File: src/rtl/bcd_updown_counter_n.sv
// bcd_updown_counter_n
//   Multi-digit BCD up/down counter with a binary parallel load. A load
//   runs a serial double-dabble conversion (one bit per cycle, W cycles).
//   The result is written to the count only when the conversion completes.
//   A load value above 10^DIGITS-1 saturates to all nines.
//
// Parameters
//   DIGITS : number of BCD digits held and displayed (1..8)
//   W      : width of the binary load value (>= 4)
//
// Ports
//   in_clk  : clock, rising edge active
//   rst     : synchronous active-high reset
//   in_sel  : 00 hold, 01 count down, 10 count up, 11 load
//   in_en   : count enable, qualifies 01/10 only
//   in_p    : unsigned binary load value
//   ou_bcd  : current count, digit 0 (units) in [3:0]
//   ou_seg  : active-low 7-segment patterns, digit i in [7i+6:7i], {g,f,e,d,c,b,a}
//   ou_busy : load conversion in progress
//   ou_tc   : the next counting edge wraps
module bcd_updown_counter_n #(
  parameter int DIGITS = 4,
  parameter int W      = 14
) (
  input  logic                  in_clk,
  input  logic                  rst,
  input  logic [1:0]            in_sel,
  input  logic                  in_en,
  input  logic [W-1:0]          in_p,
  output logic [4*DIGITS-1:0]   ou_bcd,
  output logic [7*DIGITS-1:0]   ou_seg,
  output logic                  ou_busy,
  output logic                  ou_tc
);

  localparam int BW = 4 * DIGITS;
  localparam int CW = $clog2(W);

  localparam logic [1:0] SEL_HOLD = 2'b00;
  localparam logic [1:0] SEL_DN   = 2'b01;
  localparam logic [1:0] SEL_UP   = 2'b10;
  localparam logic [1:0] SEL_LOAD = 2'b11;

  localparam logic [BW-1:0] ALL_NINE = {DIGITS{4'h9}};
  localparam logic [BW-1:0] ALL_ZERO = '0;

  typedef enum logic {IDLE, CONV} state_t;

  state_t          state_q, state_d;
  logic [BW-1:0]   bcd_q,   bcd_d;
  logic [W-1:0]    bin_q,   bin_d;
  logic [BW-1:0]   acc_q,   acc_d;
  logic            ovf_q,   ovf_d;
  logic [CW-1:0]   cnt_q,   cnt_d;
  logic [BW:0]     step;

  // One double-dabble step: add 3 to every digit >= 5, then shift the
  // next binary bit in. The bit pushed out of the top digit means the
  // partial value has reached 10^DIGITS; since the partial value only
  // grows, that bit is kept as a sticky overflow flag.
  function automatic logic [BW:0] dd_step(input logic [BW-1:0] acc,
                                          input logic          bit_in);
    logic [BW-1:0] t;
    t = acc;
    for (int i = 0; i < DIGITS; i++) begin
      if (t[4*i +: 4] >= 4'd5) t[4*i +: 4] = t[4*i +: 4] + 4'd3;
    end
    return {t, bit_in};
  endfunction

  // Final load value: saturate to all nines on overflow.
  function automatic logic [BW-1:0] sat_bcd(input logic [BW-1:0] v,
                                            input logic          ovf);
    return ovf ? ALL_NINE : v;
  endfunction

  // BCD increment with carry rippling through all digits in one cycle.
  function automatic logic [BW-1:0] bcd_inc(input logic [BW-1:0] v);
    logic [BW-1:0] r;
    logic          c;
    r = v;
    c = 1'b1;
    for (int i = 0; i < DIGITS; i++) begin
      if (c) begin
        if (r[4*i +: 4] == 4'd9) begin
          r[4*i +: 4] = 4'd0;
        end else begin
          r[4*i +: 4] = r[4*i +: 4] + 4'd1;
          c = 1'b0;
        end
      end
    end
    return r;
  endfunction

  // BCD decrement with borrow rippling through all digits in one cycle.
  function automatic logic [BW-1:0] bcd_dec(input logic [BW-1:0] v);
    logic [BW-1:0] r;
    logic          b;
    r = v;
    b = 1'b1;
    for (int i = 0; i < DIGITS; i++) begin
      if (b) begin
        if (r[4*i +: 4] == 4'd0) begin
          r[4*i +: 4] = 4'd9;
        end else begin
          r[4*i +: 4] = r[4*i +: 4] - 4'd1;
          b = 1'b0;
        end
      end
    end
    return r;
  endfunction

  // Active-low {g,f,e,d,c,b,a}; codes 10-15 are blank.
  function automatic logic [6:0] seg7(input logic [3:0] d);
    case (d)
      4'd0:    return 7'b1000000;
      4'd1:    return 7'b1111001;
      4'd2:    return 7'b0100100;
      4'd3:    return 7'b0110000;
      4'd4:    return 7'b0011001;
      4'd5:    return 7'b0010010;
      4'd6:    return 7'b0000010;
      4'd7:    return 7'b1111000;
      4'd8:    return 7'b0000000;
      4'd9:    return 7'b0010000;
      default: return 7'b1111111;
    endcase
  endfunction

  always_comb begin
    state_d = state_q;
    bcd_d   = bcd_q;
    bin_d   = bin_q;
    acc_d   = acc_q;
    ovf_d   = ovf_q;
    cnt_d   = cnt_q;
    step    = dd_step(acc_q, bin_q[W-1]);
    case (state_q)
      IDLE: begin
        case (in_sel)
          SEL_LOAD: begin
            bin_d   = in_p;
            acc_d   = '0;
            ovf_d   = 1'b0;
            cnt_d   = '0;
            state_d = CONV;
          end
          SEL_UP:   if (in_en) bcd_d = bcd_inc(bcd_q);
          SEL_DN:   if (in_en) bcd_d = bcd_dec(bcd_q);
          default:  ;
        endcase
      end
      CONV: begin
        // in_sel/in_en are ignored; the count keeps its pre-load value
        // until the last step commits the converted result.
        bin_d = {bin_q[W-2:0], 1'b0};
        acc_d = step[BW-1:0];
        ovf_d = ovf_q | step[BW];
        cnt_d = cnt_q + 1'b1;
        if (cnt_q == CW'(W - 1)) begin
          bcd_d   = sat_bcd(step[BW-1:0], ovf_q | step[BW]);
          cnt_d   = '0;
          state_d = IDLE;
        end
      end
      default: state_d = IDLE;
    endcase
  end

  always_ff @(posedge in_clk) begin
    if (rst) begin
      state_q <= IDLE;
      bcd_q   <= '0;
      bin_q   <= '0;
      acc_q   <= '0;
      ovf_q   <= 1'b0;
      cnt_q   <= '0;
    end else begin
      state_q <= state_d;
      bcd_q   <= bcd_d;
      bin_q   <= bin_d;
      acc_q   <= acc_d;
      ovf_q   <= ovf_d;
      cnt_q   <= cnt_d;
    end
  end

  assign ou_bcd  = bcd_q;
  assign ou_busy = (state_q == CONV);
  assign ou_tc   = (state_q == IDLE) && in_en &&
                   (((in_sel == SEL_UP) && (bcd_q == ALL_NINE)) ||
                    ((in_sel == SEL_DN) && (bcd_q == ALL_ZERO)));

  always_comb begin
    ou_seg = '0;
    for (int i = 0; i < DIGITS; i++) begin
      ou_seg[7*i +: 7] = seg7(bcd_q[4*i +: 4]);
    end
  end

endmodule

File: config.mk
export PLATFORM = sky130hd
export DESIGN_NAME = bcd_updown_counter_n
export DESIGN_NICKNAME = d
export VERILOG_FILES = /design/src/rtl/bcd_updown_counter_n.sv
export SDC_FILE = /design/constraint.sdc
export NUM_CORES = 1
export LEC_CHECK = 0
export ABC_AREA = 0
export CORE_ASPECT_RATIO = 0.7
export CORE_UTILIZATION = 35
export DETAILED_ROUTE_END_ITERATION = 8
export DONT_BUFFER_PORTS = 1
export SYNTH_ARGS = -nofsm -noshare
export SYNTH_HDL_FRONTEND = slang
export SYNTH_SLANG_ARGS = --single-unit
File: constraint.sdc
create_clock -name in_clk -period 3.2 [get_ports in_clk]
set_input_delay 0.32 -clock in_clk [delete_from_list [all_inputs] [get_ports in_clk]]
set_output_delay 0.32 -clock in_clk [all_outputs]
set_load 0.05 [all_outputs]
Yosys cells after proc, flatten, opt, wreduce, memory -nomap -nowiden
Memory sizes are Yosys's and may differ from the RTL's. A register that Yosys moved wholly into a read port is not among the register bits. Cells that the tools add are included.

Bits in registers: 52. Memory bits (read-only): 448. Memories kept: 4.

Add/subtract/negate cells: 13. $lt $le $gt $ge: 4. Equality and inequality tests: 20. Muxes and demuxes: 72. Bitwise gates (word level): 2. Reductions and logical operators: 14.

Memory list: (name not given) (depth 16, bits a word 7, read ports 1, clocked after Yosys merged registers in 1, wr ports 0, line 117) `case (d)`; (name not given) (depth 16, bits a word 7, read ports 1, clocked after Yosys merged registers in 1, wr ports 0, line 117); (name not given) (depth 16, bits a word 7, read ports 1, clocked after Yosys merged registers in 1, wr ports 0, line 117); (name not given) (depth 16, bits a word 7, read ports 1, clocked after Yosys merged registers in 1, wr ports 0, line 117).

Operators with widths (count): two-way mux 4 bit (28); case mux 16 bit (2 select lines) (3); two-way mux 16 bit (5); two-way mux 1 bit (31); case mux 14 bit (2 select lines) (1); inequality test 3 bit (second input constant) (8); adder 4 x 1 -> 4 bit (second input constant) (5); == test 4 bit (second input constant) (5); AND reduction 6 bit (3); adder 4 x 2 -> 4 bit (second input constant) (4); == test 16 bit (second input constant) (1); >= comparator 4 x 3 -> 1 bit (second input constant) (4); logical NOT 16 bit (1); logical NOT 4 bit (4); subtractor 4 x 1 -> 4 bit (second input constant) (4); two-way mux 14 bit (1); case mux 4 bit (2 select lines) (1); == test 2 bit (second input constant) (2); logical AND 1 bit (4); inequality test 2 x 1 -> 1 bit (second input constant) (2); case mux 1 bit (2 select lines) (2); AND reduction 4 bit (1); inequality test 3 x 1 -> 1 bit (second input constant) (1); == test 2 x 1 -> 1 bit (second input constant) (1); 3 further kinds (3).

Longest topological paths before layout
Gate-level depths: netlist (run 1).

Depth in word-level cells: 19. Depth in mapped cells: 13. Depth with buffers taken out: 12.

Worst setup path before layout (run 1)
No wires, ideal clock.

Path type: reg2reg. From: register bcd_q[8], in the netlist ou_bcd[8]. To: register ou_seg[22] (netlist name). Setup time: 120 ps. Data arrival time: 2823 ps. Required time: 3080 ps. Slack: 256 ps. Cell stages (with the launch flop): 12. Buffers on the path: 0. Cell sequence: dfxtp_1 > inv_1 > ha_1 > nor3b_2 > a311oi_1 > a211oi_4 > mux2i_1 > a21oi_1 > inv_1 > ha_1 > nor2_1 > o21ai_1.

Word-level cells in the longest chain between the ends: 10. Elaborated cells between the ends (all ways): 17. Those cells by class: eq/ne (3); mux (12); reduce/logical (2).

RTL lines: start, declared (line 50) `logic [BW-1:0] bcd_q, bcd_d;`; start signal, assigned (line 175) `bcd_q <= '0;`; start signal, assigned (line 182) `bcd_q <= bcd_d;`; == test 4 bit / logical NOT 4 bit (equally long branches) (line 85, 104); two-way mux 1 bit (on tied branches) (line 85, 104); two-way mux 1 bit (on tied branches) (line 84, 103); two-way mux 1 bit (on tied branches) (line 150, 151); two-way mux 1 bit (line 142) `case (in_sel)`; two-way mux 1 bit (line 140) `case (state_q)`; inequality test 3 bit (no source line); AND reduction 6 bit (no source line) (*); two-way mux 4 bit (no source line) (*) (2 in a row).

Every way passes the cells marked *; elsewhere a longest branch is shown, timed or not. The select of a mux whose other input is x is not followed. A chain may end at the register's enable or synchronous reset.

Worst setup path in the final report (run 1)
From: register acc_q[12]. To: register ou_seg[11] (netlist name).

Word-level cells in the longest chain between the ends: 8. Elaborated cells between the ends (all ways): 9. Those cells by class: add/sub (1); order compare (1); mux (6); bitwise (1).

RTL lines: start, declared (line 52) `logic [BW-1:0] acc_q, acc_d;`; start signal, assigned (line 177) `acc_q <= '0;`; start signal, assigned (line 184) `acc_q <= acc_d;`; adder 4 x 2 -> 4 bit / >= comparator 4 x 3 -> 1 bit (equally long branches) (line 66) `if (t[4*i +: 4] >= 4'd5) t[4*i +: 4] = t[4*i +: 4] + 4'd3;`; two-way mux 4 bit (*) (line 66); bitwise OR 1 bit (*) (line 163) `bcd_d = sat_bcd(step[BW-1:0], ovf_q | step[BW]);`; two-way mux 16 bit (*) (line 74) `return ovf ? ALL_NINE : v;`; two-way mux 16 bit (*) (line 162) `if (cnt_q == CW'(W - 1)) begin`; case mux 16 bit (2 select lines) (*) (line 140); two-way mux 4 bit (no source line) (*) (2 in a row).

Marked as above.

==> impl_metrics.csv, run 1 <==
group,metric,value,unit
sta,post-route-period-util,92.60,%
cells_and_area,layout_commonest_cell,"a21oi_1",
yosys,ys_seq_area_share,31.82,%
yosys,synth_ff_type,"dfxtp_1",
yosys,synth_top_cell_by_area,"dfxtp_1",
global_routing,grt_usage,17.20,%
routing,wire_per_inst,15.65,µm
cts,clock_latency,0.34,ns
yosys,yosys-top-cells-area,"dfxtp_1 32%, ha_1 8.9%, a21oi_1 8.6%, mux2i_1 3.6%, nand2_1 3.5%",
yosys,synth_edf_count,0,
place,dp_slack,0.2100,ns
sta,hold_violations,0,
worst_setup_path,max_stage_delay,0.41,ns
yosys,syn_inst,618,
cts,tritoncts,"built",
cts,cts.sinks,80,
global_routing,antenna_found_initial,0,
worst_setup_path,arrival,3.24,ns
sta,rsz0062_at_grt,"no",
cells_and_area,drive_gt1_share,11.67,%
yosys,syn_avg_cell_area,8.145,µm²
sta,slew_violations,0,
pwr,p_leak,2.226,nW
routing,dr_total_vias,4368,
global_routing,grt_pass1_vias,4003,
floorplan,die_area,14870,µm²
floorplan,pin_count,65,
sta,fmax,337.5,MHz
pwr,ir_drop,0.0002748,V
place,hpwl,8938,µm
yosys,synth_top_cell_area_share,31.82,%
cts,clk_path_buf_depth,2,
job,max_cap_violations,0,
yosys,async_flop_share,0,%
cts,path_clk_slew,0.06,ns
worst_setup_path,cp_cell_sequence,"inv_1 > ha_1 > nor2b_1 > o31a_1 > and3_1 > a221oi_1 > a211o_2 > inv_1 > ha_1 > nor3b_1 > a211oi_1 > a31oi_1",
sta,worst_slack,0.2368,ns
pwr,p_per_area,535.6,nW/µm²
worst_setup_path,cp-end-kind,"flop",
cells_and_area,syn_to_final_growth,10.99,%
routing,drt-pass1-iter-count,5,
cells_and_area,fin_nets,667,
yosys,syn-num-nets,673,
cells_and_area,antenna_cells,0,
worst_setup_path,setup.worst_path.class,"flop to flop",
cts,h-tree-depth,3,
cts,hold_buffers,0,
routing,wl,12630,µm
worst_setup_path,cp_slowest_cell,"dfxtp_1",
cts,root_buffer,"clkbuf_16",
yosys,syn_area,5034,µm²
floorplan,die_w,145.3,µm
cells_and_area,final_cell_mix,"86 x a21oi_1, 79 x dfxtp_1, 47 x nand2_1",
sta,finalCriticalPeriod,2.963,ns
cts,cts_buffers,9,
sta,timing.setup.tns,0,ns
place,io_buffers,0,
sta,worst_pin_slew,0.8369,ns
status,status,"finished, final reports clean",
sta,relSlewSlack,43.83,%
routing,via_per_inst,5.413,
floorplan,start_util,36.05,%
floorplan,die_h,102.3,µm
worst_setup_path,path_max_fanout,8,
floorplan,core-area,13960,µm²
yosys,ys_ff_latch,80,
sta,setup_violations,0,
worst_setup_path,cp-start-kind,"flop",
sta,whs,0.05778,ns
global_routing,grt_pass1_wl,20440,µm
yosys,ys_types,75,
routing,drt-initial-drc-count,355,
worst_hold_path,min_path_type,"input pin to flop",
global_routing,gr-total-overflow,0,
worst_setup_path,required,3.47,ns
global_routing,grt_max_degree,56,
routing,drcViolationCount,0,
sta,fin_worst_skew,0.006766,ns
routing,detail-route-antenna-nets,0,
floorplan,row_count,36,
yosys,yosysWarnings,0,
place,gp_congestion,0.8514,
[sequential cells by signal (all words and copies together) (netlist names)]
register and count:
cnt_q 4, ovf_q 1, ou_seg 28, acc_q 16, ou_busy 1, ou_bcd 16
bin_q 14
[per-stage QoR]
step	util, %	instance area [µm²]	cells	total power [mW]
after floorplan	-	5034	618	1.751
after global placement	37.61	5251	791	1.835
after detailed placement	37.61	5251	791	1.849
after CTS	40.00	5585	807	3.021
after global routing	40.01	5587	807	3.133
final	40.01	5587	807	2.992
[report_power, final]
group	switching [mW]	internal [mW]
logic	0.313	0.194
registers	0.248	1.08
clock network	0.412	0.749
[worst paths after layout]
kind / start / to / slack (ns) / cells past startpoint
setup reg to reg: acc_q[12]$_SDFFE_PP0P_ / ou_seg[11]$_DFF_P_ / 0.24 / 12
hold / removal: rst / ou_bcd[13]$_SDFFE_PP0N_ / 0.06 / 1
setup / recovery: acc_q[12]$_SDFFE_PP0P_ / ou_seg[11]$_DFF_P_ / 0.24 / 12
hold reg to reg: bin_q[1]$_SDFFE_PP0P_ / bin_q[2]$_SDFFE_PP0P_ / 0.48 / 2
[cells in the mapped netlist (all sizes together), types with 6 or more instances]
cell	number
nor3	17
nor3b	14
dfxtp	80
nand3	33
nand2b	16
a211oi	9
mux2i	18
a21o	6
clkbuf	16
inv	41
o21ai	21
a21oi	86
a31oi	7
nand2	47
buf	26
nor2	47
ha	36
[what timing repair did]
item / CTS / global route
setup endpoints to repair: 0 / 2
endpoints found under the hold margin: 0 / 0
resized for setup: 0 / 1
setup buffers: 0 / 0
[layout make-up]
cell class | count | area [µm²]
sequential | 80 | 1603
clock inverter | 2 | 60.06
multi-input combinational | 455 | 3070
fill | 1412 | 8377
clock buffer | 14 | 274.0
inverter | 41 | 153.9
timing repair buffer | 25 | 187.7
tap | 190 | 237.7
[critical path, delay by kind of cell, from the launching register on]
kind / cells / cell delay [ns]
buf+inv: 2 / 0.17
simple gates: 3 / 0.72
compound gates: 5 / 1.11
flops: 1 / 0.41
fa+ha+maj: 2 / 0.48
[cells by family after synthesis]
group           share of synthesized area, %
compound gates                         23.99
mux                                    5.145
fa+ha+maj                              8.949
buf+inv                                7.209
flops                                  31.82
xor+xnor                               1.541
simple gates                           21.35
[metal layers]
metal	global-route usage, %	up-vias	share of wire (%)	wire length [µm]
li1	-	2181	-	-
met1	22.89	2058	49	6218
met2	28.14	119	44	5524
met3	3.750	10	6.0	758
met4	5.020	0	0.99	125
met5	0	-	0	0
Power figures use the tool's default switching activity.
==> run 2, diff against run 1 <==
--- a/config.mk
+++ b/config.mk
@@ -6,8 +6,9 @@
 export NUM_CORES = 1
 export LEC_CHECK = 0
 export ABC_AREA = 0
-export CORE_ASPECT_RATIO = 0.7
+export CORE_ASPECT_RATIO = 0.6
 export CORE_UTILIZATION = 35
+export CTS_CLUSTER_SIZE = 25
 export DETAILED_ROUTE_END_ITERATION = 8
 export DONT_BUFFER_PORTS = 1
 export SYNTH_ARGS = -nofsm -noshare
==> constraint.sdc (replaced) <==
create_clock -name in_clk -period 2.9 [get_ports in_clk]
set_input_delay 0.29 -clock in_clk [delete_from_list [all_inputs] [get_ports in_clk]]
set_output_delay 0.29 -clock in_clk [all_outputs]
set_load 0.05 [all_outputs]
==> run 2 against run 1 <==
Compared with the run above:
- non-clock buffer count grew 15
- register-to-register slack got worse by 0.04 ns
- via count fell by 0.37%
- clock skew down 0.0025 ns
==> impl_metrics.csv, run 2 (synthesis results as in run 1) <==
group,metric,value,unit
place,io_buffers,0,
floorplan,pin_count,65,
cells_and_area,drive_gt1_share,14.58,%
pwr,switching_share,33.62,%
cells_and_area,fin_nets,682,
cts,tritoncts,"built",
cells_and_area,stdcell_count,823,
place,dp.cells,808,
routing,drt-initial-drc-count,370,
floorplan,row_count,33,
cts,root_buffer,"clkbuf_16",
global_routing,grt_pass1_vias,4150,
cells_and_area,antenna_cells,0,
routing,drt-pass1-iter-count,4,
global_routing,grt_max_degree,56,
status,status,"finished, final reports clean",
floorplan,start_util,36.39,%
floorplan,die_h,94.89,µm
cells_and_area,final_cell_mix,"86 x a21oi_1, 75 x dfxtp_1, 47 x nand2_1",
sta,relSlewSlack,45.03,%
global_routing,gr-total-overflow,0,
worst_hold_path,min_path_type,"input pin to flop",
routing,drcViolationCount,0,
worst_setup_path,cp-end-kind,"flop",
cts,cts.sinks,80,
routing,wire_per_inst,15.21,µm
place,hpwl,8936,µm
sta,setup_violations,0,
sta,fmax,369.4,MHz
cts,h-tree-depth,3,
sta,fin_worst_skew,0.004288,ns
pwr,clkPwrFrac,35.5,%
job,max_cap_violations,0,
pwr,p_per_area,557.7,nW/µm²
floorplan,die_w,156.8,µm
sta,post-route-period-util,93.34,%
global_routing,antenna_found_initial,0,
global_routing,grt_usage,18.04,%
cells_and_area,syn_to_final_growth,13.25,%
routing,via_per_inst,5.288,
cells_and_area,layout_commonest_cell,"a21oi_1",
sta,timing.setup.tns,0,ns
sta,finalCriticalPeriod,2.707,ns
place,gp_congestion,0.8781,
pwr,switchingPower,1.069,mW
routing,detail-route-antenna-nets,0,
worst_setup_path,setup.worst_path.class,"flop to flop",
pwr,pwr-share-seq,45.7,%
cts,path_clk_slew,0.06,ns
sta,rsz0062_at_grt,"no",
worst_setup_path,required,3.12,ns
cells_and_area,num-fill-cells,1372,
pwr,p_comb_share,18.8,%
routing,wl,12520,µm
cells_and_area,largest_reg_flops,28,
pwr,ir_drop,0.0003601,V
pwr,p_int,2.110,mW
pwr,p_leak,2.285,nW
worst_setup_path,path_max_fanout,11,
worst_setup_path,regToRegSetupSlack,0.19,ns
cts,clock_latency,0.34,ns
floorplan,core-area,13830,µm²
routing,dr_total_vias,4352,
cts,clk_path_buf_depth,2,
sta,whs,0.02426,ns
sta,slew_violations,0,
global_routing,grt_pass1_wl,20990,µm
cts,cts_buffers,9,
floorplan,die_area,14880,µm²
worst_setup_path,arrival,2.93,ns
sta,worst_pin_slew,0.8228,ns
worst_setup_path,cp-start-kind,"flop",
sta,hold_violations,0,
==> run 2: power by group through the flow <==
stage,clock network (mW),registers [mW],logic [mW]
finish,1.13,1.45,0.599
global route,1.21,1.47,0.666
CTS,1.16,1.45,0.592
detailed placement,0,1.48,0.589
global placement,0,1.48,0.576
floorplan,0,1.51,0.419
==> run 2: repair_timing <==
item | 4_1_cts | 5_1_grt
resized for setup | 0 | 7
buffers inserted | 0 | 0
endpoints found under the setup margin | 0 | 17
hold buffers | 0 | 0
==> run 2: worst max-delay path, stage by stage (launching register included) <==
cell and delay (ns):
dfxtp_2 0.36, inv_1 0.06, ha_1 0.24, nor3b_2 0.19, a311oi_1 0.47, a211oi_4 0.10, buf_12 0.16, nor3b_1 0.17
a31o_1 0.41, mux2i_1 0.31, a22oi_1 0.12
==> run 2: routing by layer <==
metal | share of wire (%) | vias to the layer above | GRT usage, %
li1 | - | 2207 | -
met5 | 0 | - | 0
met4 | 1.1 | 0 | 4.657
met2 | 41 | 87 | 26.37
met1 | 53 | 2044 | 25.57
met3 | 5.1 | 14 | 5.232
==> run 2: cell type report <==
class,instances,area (µm²),area share (%)
repair buffers,40,312.8,5.487
clock buffers,12,246.5,4.324
well taps,192,240.2,4.214
inverters,41,153.9,2.700
flip-flops and latches,80,1608,28.20
clock inverters,3,42.54,0.7463
multi-input cells,455,3097,54.32
==> run 2: stage by stage <==
| stage | worst slack, ns | utilization, % | instance area (µm²) | power [mW] |
|---|---|---|---|---|
| 4_1_cts | 0.05365 | 41.00 | 5672 | 3.210 |
| 3_3_place_gp | 0.2021 | 38.91 | 5383 | 2.054 |
| 5_1_grt | 0.01074 | 41.21 | 5700 | 3.344 |
| 3_5_place_dp | 0.06370 | 38.91 | 5383 | 2.064 |
| 2_1_floorplan | 0.04456 | - | 5037 | 1.933 |
| 6_report | 0.1930 | 41.21 | 5700 | 3.179 |
==> run 2: path summary, 6_finish.rpt <==
check,startpoint,endpoint,depth (start not counted)
max,ou_bcd[8]$_SDFFE_PP0N_,ou_seg[24]$_DFF_P_,10
min,rst,ou_bcd[13]$_SDFFE_PP0N_,1
max reg2reg,ou_bcd[8]$_SDFFE_PP0N_,ou_seg[24]$_DFF_P_,10
min reg2reg,bin_q[4]$_SDFFE_PP0P_,bin_q[5]$_SDFFE_PP0P_,2
